## config.mk

```make
export PLATFORM = sky130hd
export DESIGN_NAME = alu_uart_interface
export DESIGN_NICKNAME = d
export VERILOG_FILES = /design/src/rtl/alu_uart_interface.sv
export SDC_FILE = /design/constraint.sdc
export NUM_CORES = 1
export LEC_CHECK = 0
export ABC_AREA = 1
export CORE_MARGIN = 1.5
export CORE_UTILIZATION = 45
export CTS_CLUSTER_DIAMETER = 200
export DETAILED_ROUTE_END_ITERATION = 10
export PLACE_DENSITY = 0.75
export SYNTH_ARGS = -nofsm -noshare
export SYNTH_HDL_FRONTEND = slang
export SYNTH_SLANG_ARGS = --single-unit
```

## constraint.sdc

```tcl
create_clock -name clk -period 1.46 [get_ports clk]
set_clock_uncertainty 0.15 [all_clocks]
set_input_delay 0.438 -clock clk [delete_from_list [all_inputs] [get_ports clk]]
set_output_delay 0.438 -clock clk [all_outputs]
set_load 0.05 [all_outputs]
```

## src/rtl/alu_uart_interface.sv

```systemverilog
// Frames three UART bytes (A, B, opcode) onto the ALU inputs, then sends the ALU result
// back to the UART transmitter. Idle partial frames are dropped after TIMEOUT cycles.
module alu_uart_interface #(
  parameter int SIZE    = 8,
  parameter int TIMEOUT = 1000000,
  parameter int TO_W    = 20
) (
  input  logic            clk,
  input  logic            reset,
  input  logic            rx_done_tick,
  input  logic [SIZE-1:0] rx_data,
  input  logic [SIZE-1:0] alu_result,
  input  logic            tx_done_tick,
  output logic [SIZE-1:0] alu_a,
  output logic [SIZE-1:0] alu_b,
  output logic [5:0]      alu_op,
  output logic [SIZE-1:0] tx_data,
  output logic            tx_start,
  output logic            busy,
  output logic            timeout_tick
);

  typedef enum logic [2:0] {
    WAIT_A,
    WAIT_B,
    WAIT_OP,
    CALC,
    WAIT_TX
  } state_t;

  localparam logic [TO_W-1:0] TO_LAST = TO_W'(TIMEOUT - 1);

  state_t          state;
  logic [TO_W-1:0] to_cnt;
  logic            mid_frame;
  logic            to_expire;

  assign mid_frame = (state == WAIT_B) || (state == WAIT_OP);
  // A byte arriving on the expiry cycle wins over the timeout.
  assign to_expire = (TIMEOUT != 0) && mid_frame && !rx_done_tick && (to_cnt == TO_LAST);
  assign busy      = (state == CALC) || (state == WAIT_TX);

  always_ff @(posedge clk) begin
    if (reset) begin
      state        <= WAIT_A;
      to_cnt       <= '0;
      alu_a        <= '0;
      alu_b        <= '0;
      alu_op       <= '0;
      tx_data      <= '0;
      tx_start     <= 1'b0;
      timeout_tick <= 1'b0;
    end else begin
      tx_start     <= 1'b0;
      timeout_tick <= 1'b0;
      case (state)
        WAIT_A: begin
          to_cnt <= '0;
          if (rx_done_tick) begin
            alu_a <= rx_data;
            state <= WAIT_B;
          end
        end
        WAIT_B, WAIT_OP: begin
          if (rx_done_tick) begin
            to_cnt <= '0;
            if (state == WAIT_B) begin
              alu_b <= rx_data;
              state <= WAIT_OP;
            end else begin
              alu_op <= rx_data[5:0];
              state  <= CALC;
            end
          end else if (to_expire) begin
            to_cnt       <= '0;
            timeout_tick <= 1'b1;
            state        <= WAIT_A;
          end else begin
            to_cnt <= to_cnt + 1'b1;
          end
        end
        // ALU inputs have been stable for one cycle; capture its result.
        CALC: begin
          to_cnt   <= '0;
          tx_data  <= alu_result;
          tx_start <= 1'b1;
          state    <= WAIT_TX;
        end
        WAIT_TX: begin
          to_cnt <= '0;
          if (tx_done_tick) state <= WAIT_A;
        end
        default: begin
          to_cnt <= '0;
          state  <= WAIT_A;
        end
      endcase
    end
  end

endmodule

```

==> results.sh, run 1 <==
export IMPL_fin_crit_sh_pct=122
export IMPL_cap_violations=0
export IMPL_status="finished, violations left"
export IMPL_violations="setup timing"
export IMPL_yosysWarnings=0
export IMPL_critical_path_top_delay_family="flip-flops"
export IMPL_worstSkewPairLatency_ns=0.31
export IMPL_power_internal_mw=3.08
export IMPL_synth_cell_types=30
export IMPL_r2r_start="state[0]"
export IMPL_worst_setup_path_start_kind="flip-flop"
export IMPL_slowest_delay_ns=0.39
export IMPL_syn_area_mm2=0.00242
export IMPL_syn_num_nets=336
export IMPL_required_ns=0.87
export IMPL_cp_max_fo=4
export IMPL_setup_slack_ns=-0.322
export IMPL_arrival_ns=1.19
export IMPL_hp_start="to_cnt[17]"
export IMPL_syn_to_final_growth_pct=71.2
export IMPL_h_tree_depth=2
export IMPL_start_util_pct=47.0
export IMPL_clkSlewWorstSetupHoldPaths_ns=0.10
export IMPL_hold_slack_ns=0.334
export IMPL_synth_edf_count=0
export IMPL_fmax_ghz=0.561
export IMPL_track_usage_pct=27.2
export IMPL_ios=53
export IMPL_min_delay_worst_endpoint="to_cnt[17]"
export IMPL_routedWlPerCell_um=17.4
export IMPL_comb_power_share_pct=41.7
export IMPL_antenna_found_initial=0
export IMPL_dieArea_mm2=0.00582
export IMPL_cp_cell_sequence="nor2_4, inv_2, o21ai_4, buf_12"
export IMPL_postCtsHoldBufs=0
export IMPL_p_seq_share_pct=38.5
export IMPL_path_class="reg2out"
export IMPL_leakage_nw=1.68
export IMPL_period_needed_ns=1.78
export IMPL_fp_row_count=26
export IMPL_swShare_pct=36.9
export IMPL_synth_seq_cells=55
export IMPL_cp_slowest_cell="dfxtp_4"
export IMPL_setup_violations_final=25
export IMPL_ant_nets=0
export IMPL_synth_main_ff_cell="dfxtp_1"
export IMPL_vias_per_cell=5.58
export IMPL_antenna_cells=0
export IMPL_clock_sinks=55
export IMPL_maxSlewViolCount=0
export IMPL_overflow=0
export IMPL_synthArstFlopShare_pct=0
export IMPL_dp_cells=464
export IMPL_fin_cells=487
export IMPL_cts_buffers_inserted=5
export IMPL_cts_root_buf="clkbuf_8"
export IMPL_fp_dieH_um=76.3
export IMPL_drc=0
export IMPL_postLayoutCoreUtil_pct=80.5
export IMPL_cp_num_buf_inv=2
export IMPL_hold_class="reg2reg"
export IMPL_regToRegEndpoint="to_cnt[5]"
export IMPL_synthCells=315
export IMPL_ff2ff_setup_slack_ns=-0.32
export IMPL_peakVddDrop_v=0.00107
export IMPL_relSlewSlack_pct=79.2
export IMPL_portBuffers=52
export IMPL_drive_gt1_share_pct=46.5
export IMPL_core_mm2=0.00514
export IMPL_avgSynthCellArea_um2=7.67
export IMPL_finalNetCount=437
export IMPL_cellPowerDensity_mw_per_mm2=1180
export IMPL_dp_hpwl_um=4530
export IMPL_p_switching_mw=1.80
export IMPL_ys_seq_area_share_pct=45.6
export IMPL_finalWirelength_um=8490
export IMPL_worst_pin_slew_ns=0.310
export IMPL_dp_slack_ns=-0.528
export IMPL_grt_pass1_wl_um=12700
export IMPL_drtIter0Drc=205
export IMPL_clockBufferDepth=2
export IMPL_die_w_um=76.3
export IMPL_rsz0062_at_grt="yes"
export IMPL_r2r_cells=8
export IMPL_cts_tree="yes"
export IMPL_vias=2718
export IMPL_whs_path_depth=2
export IMPL_p_clk_share_pct=19.8
export IMPL_end_kind="primary output"
export IMPL_first_pass_iters=5
export IMPL_gp_congestion=0.898
export IMPL_grt_max_degree=25
export IMPL_hold_viol=0
export IMPL_grt_pass1_vias=2631
## worst reg2reg max path: cells and delay by family (launching register included)
family	cells	cell delay, ns
buffers and inverters	4	0.56
AND/OR/NAND/NOR	4	0.59
flip-flops	1	0.41
## per-layer routing
layer,wire (um),track usage [%],part of all wire [%],vias to the layer above
li1,-,-,-,1213
met1,3220,32.5,38,1285
met2,4120,45.4,49,179
met3,771,7.07,9.1,41
met4,375,13.3,4.4,0
met5,0,0,0,-
## stage by stage
stage / setup TNS [ns] / area, um2 / power, mW
floorplan: -0.0418 / 2480 / 2.68
global placement: -16.70 / 3640 / 3.51
detailed placement: -18.88 / 3640 / 3.55
CTS: -1.87 / 4040 / 4.73
global route: -6.58 / 4140 / 5.06
finish: -4.73 / 4140 / 4.88
## what timing repair did
action,CTS,global route
buffers inserted,11,1
endpoints found under the setup margin,43,60
pin swaps,14,5
cloned,4,0
resized for setup,39,47
## registers in the layout, indices dropped and copies added, names as in the netlist
signal,cells
to_cnt,20
tx_data,8
timeout_tick,1
tx_start,1
alu_a,8
state,3
alu_op,6
alu_b,8
## final cells by class
type / count / area [um2]
Clock buffer: 6 / 93.8
Clock inverter: 2 / 13.8
Fill cell: 294 / 1000
Inverter: 25 / 98.8
Multi-Input combinational cell: 229 / 1370
Sequential cell: 55 / 1160
Tap cell: 70 / 87.6
Timing Repair Buffer: 100 / 1310
## synth_stat cells (2+ instances only)
cell | number | area share, %
a21oi_1 | 14 | 2.9
buf_2 | 4 | 0.83
dfxtp_1 | 55 | 46
inv_1 | 20 | 3.1
inv_2 | 5 | 0.78
nand2_1 | 48 | 7.5
nand2_2 | 5 | 1.3
nand2_4 | 2 | 0.93
nand3_1 | 8 | 1.7
nand3b_1 | 5 | 1.6
nand4_1 | 7 | 1.8
nor2_1 | 76 | 12
nor2_2 | 7 | 1.8
nor2_4 | 6 | 2.8
nor3_1 | 3 | 0.62
nor3_2 | 3 | 1.2
nor3b_2 | 3 | 1.6
o21ai_0 | 25 | 5.2
xor2_1 | 8 | 2.9
## cells by family after synthesis
kind of cell / Yosys count / synth area share, %
xor+xnor: 9 / 3.26
buf+inv: 32 / 5.33
flops: 55 / 45.6
compound gates: 41 / 8.96
fa+ha+maj: 1 / 0.518
simple gates: 177 / 36.4
## layout by cell type, fill, tap and decap left out, drive strengths merged
cell / synthesis / final
buf: 6 / 81
nand3b: 5 / 5
nand3: 9 / 9
nor3: 6 / 6
clkbuf: 1 / 6
nand2: 55 / 56
clkdlybuf4s50: 0 / 18
inv: 25 / 25
dfxtp: 55 / 55
o21ai: 25 / 25
nor2: 89 / 89
dlygate4sd2: 0 / 1
nand4: 8 / 8
clkinv: 0 / 2
a211oi: 1 / 1
xnor2: 1 / 1
ha: 1 / 1
xor2: 8 / 8
nor4: 1 / 1
or2: 1 / 1
nor3b: 3 / 3
a21oi: 15 / 15
## worst max-delay path by stage
stage                  from         to  slack, ns  depth (start not counted)
3_3_place_gp   rx_done_tick   alu_b[5]      -0.42                          7
3_5_place_dp   rx_done_tick   alu_b[4]      -0.53                          7
2_1_floorplan      state[1]       busy      -0.04                          3
5_1_grt            state[2]  to_cnt[5]      -0.37                          8
6_report           state[0]       busy      -0.32                          4
4_1_cts            state[0]       busy      -0.30                          4
## power groups by stage
| stage | Combinational [mW] | Clock (mW) | Sequential [mW] |
|---|---|---|---|
| after global routing | 2.12 | 1.04 | 1.89 |
| final | 2.03 | 0.968 | 1.88 |
| after CTS | 1.91 | 0.970 | 1.85 |
| after floorplan | 0.447 | 0 | 2.24 |
| after detailed placement | 1.67 | 0 | 1.88 |
| after global placement | 1.64 | 0 | 1.87 |
No activity file was read; power rests on OpenSTA's default activity.
==> run 2: changes to the inputs <==
--- a/config.mk
+++ b/config.mk
@@ -7,10 +7,9 @@
 export LEC_CHECK = 0
 export ABC_AREA = 1
 export CORE_MARGIN = 1.5
-export CORE_UTILIZATION = 45
+export CORE_UTILIZATION = 35
 export CTS_CLUSTER_DIAMETER = 200
 export DETAILED_ROUTE_END_ITERATION = 10
-export PLACE_DENSITY = 0.75
 export SYNTH_ARGS = -nofsm -noshare
 export SYNTH_HDL_FRONTEND = slang
 export SYNTH_SLANG_ARGS = --single-unit
==> run 2 against run 1 <==
  * The run still ends with setup timing left
  * Via count shrank 12%
  * Clock power shrank 6.4%
  * Worst setup slack gained 0.032 ns
  * Sequential power is essentially flat
  * Flip-flop and latch count is the same
  * Critical path type unchanged
  * Largest power group is now sequential cells
==> results.sh, run 2 (synthesized netlist as in run 1, its figures left out) <==
export IMPL_hold_slack_ns=0.299
export IMPL_worstSkewPairLatency_ns=0.31
export IMPL_cp_slowest_cell="dfxtp_4"
export IMPL_worst_pin_slew_ns=0.290
export IMPL_routedWlPerCell_um=13.2
export IMPL_h_tree_depth=2
export IMPL_hold_viol=0
export IMPL_p_switching_mw=1.68
export IMPL_dp_hpwl_um=4590
export IMPL_drc=0
export IMPL_fill_cells=539
export IMPL_slowest_delay_ns=0.38
export IMPL_final_common_cell="nor2_1"
export IMPL_die_w_um=86.1
export IMPL_r2r_start="state[0]"
export IMPL_swShare_pct=36.1
export IMPL_p_seq_share_pct=40.2
export IMPL_dieArea_mm2=0.00741
export IMPL_relSlewSlack_pct=80.5
export IMPL_critical_path_top_delay_family="flip-flops"
export IMPL_first_pass_iters=4
export IMPL_grt_pass1_wl_um=10700
export IMPL_fp_row_count=30
export IMPL_maxSlewViolCount=0
export IMPL_grt_pass1_vias=2294
export IMPL_grt_max_degree=18
export IMPL_fmax_ghz=0.571
export IMPL_core_mm2=0.00672
export IMPL_startpoint="state[0]"
export IMPL_drive_gt1_share_pct=46.8
export IMPL_peakVddDrop_v=0.000654
export IMPL_period_needed_ns=1.75
export IMPL_cts_root_buf="clkbuf_8"
export IMPL_finalWirelength_um=6540
export IMPL_cts_buffers_inserted=5
export IMPL_cp_cell_sequence="nor2_4, inv_2, o21ai_4, buf_12"
export IMPL_cp_max_fo=3
export IMPL_cap_violations=0
export IMPL_finalNetCount=437
export IMPL_overflow=0
export IMPL_cp_num_buf_inv=2
export IMPL_hold_class="reg2reg"
export IMPL_final_cell_mix="nor2_1 (70), nand2_1 (43), buf_4 (41), dfxtp_2 (36), buf_12 (34)"
export IMPL_setup_slack_ns=-0.290
export IMPL_comb_power_share_pct=40.3
export IMPL_power_internal_mw=2.97
export IMPL_rsz0062_at_grt="yes"
export IMPL_fin_crit_sh_pct=120
export IMPL_largest_register_ffs=20
export IMPL_antenna_found_initial=0
export IMPL_ios=53
export IMPL_clock_sinks=55
export IMPL_vias_per_cell=4.81
export IMPL_cts_tree="yes"
export IMPL_worst_setup_path_start_kind="flip-flop"
export IMPL_total_power_mw=4.64
export IMPL_top_register="to_cnt"
export IMPL_track_usage_pct=18.2
export IMPL_clockBufferDepth=2
export IMPL_postLayoutCoreUtil_pct=60.6
export IMPL_arrival_ns=1.16
export IMPL_fp_dieH_um=86.1
export IMPL_setup_violations_final=22
export IMPL_violations="setup timing"
export IMPL_path_class="reg2out"
export IMPL_vias=2392
export IMPL_p_clk_share_pct=19.5
export IMPL_stdcell_area_mm2=0.00407
export IMPL_syn_to_final_growth_pct=68.5
export IMPL_leakage_nw=1.63
export IMPL_portBuffers=52
export IMPL_required_ns=0.87
export IMPL_gp_congestion=0.857
export IMPL_placed_area_mm2=0.00369
export IMPL_antenna_cells=0
export IMPL_status="finished, violations left"
export IMPL_ant_nets=0
export IMPL_end_kind="primary output"
export IMPL_hp_start="to_cnt[0]"
export IMPL_start_util_pct=36.0
export IMPL_clkSlewWorstSetupHoldPaths_ns=0.10
export IMPL_drtIter0Drc=117
export IMPL_cellPowerDensity_mw_per_mm2=1140
-- run 2: cell count changes in the layout (fill, tap and decap cells not counted), sizes merged --
cell | previous run | this run
clkinv | 2 | 1
clkinvlp | 0 | 1
-- run 2: what timing repair did --
| item | in CTS | in global routing |
|---|---|---|
| setup buffers | 6 | 2 |
| setup endpoints to repair | 45 | 64 |
| hold buffers | 0 | 0 |
| resized for setup | 35 | 47 |
| pin swaps | 18 | 8 |
| cloned | 2 | 0 |
-- run 2: final timing paths --
path                     to  slack [ns]  cells after the start
hold reg to reg   to_cnt[0]        0.30                      1
hold / removal    to_cnt[0]        0.30                      1
setup / recovery       busy       -0.29                      4
setup reg to reg  to_cnt[4]       -0.09                      7
-- run 2: power groups by stage --
stage	sequential, mW	combinational, mW	clock [mW]
2_1_floorplan	2.24	0.447	0
5_1_grt	1.89	1.97	0.990
4_1_cts	1.85	1.79	0.934
3_3_place_gp	1.87	1.63	0
6_report	1.87	1.87	0.906
3_5_place_dp	1.88	1.64	0
-- run 2: cell type report --
| type | instances | area (um2) | share of cell area (%) |
|---|---|---|---|
| Clock buffer | 6 | 82.6 | 2.03 |
| Clock inverter | 2 | 16.3 | 0.400 |
| Inverter | 25 | 98.8 | 2.43 |
| Multi-Input combinational cell | 229 | 1350 | 33.1 |
| Sequential cell | 55 | 1160 | 28.6 |
| Tap cell | 80 | 100 | 2.46 |
| Timing Repair Buffer | 100 | 1260 | 31.0 |
-- run 2: routing by layer --
layer	GRT usage (%)	wire length, um
met5	0	0
met3	4.04	271
met1	23.8	2880
met4	4.84	60
met2	30.4	3330
-- run 2: through the flow --
stage                     cells  TNS (ns)  worst slack [ns]
final                       497    -0.957            -0.290
after global routing        497     -3.41            -0.356
after CTS                   495    -0.554            -0.296
after detailed placement    479    -19.08            -0.533
after global placement      479    -17.39            -0.463
after floorplan             315   -0.0418           -0.0418
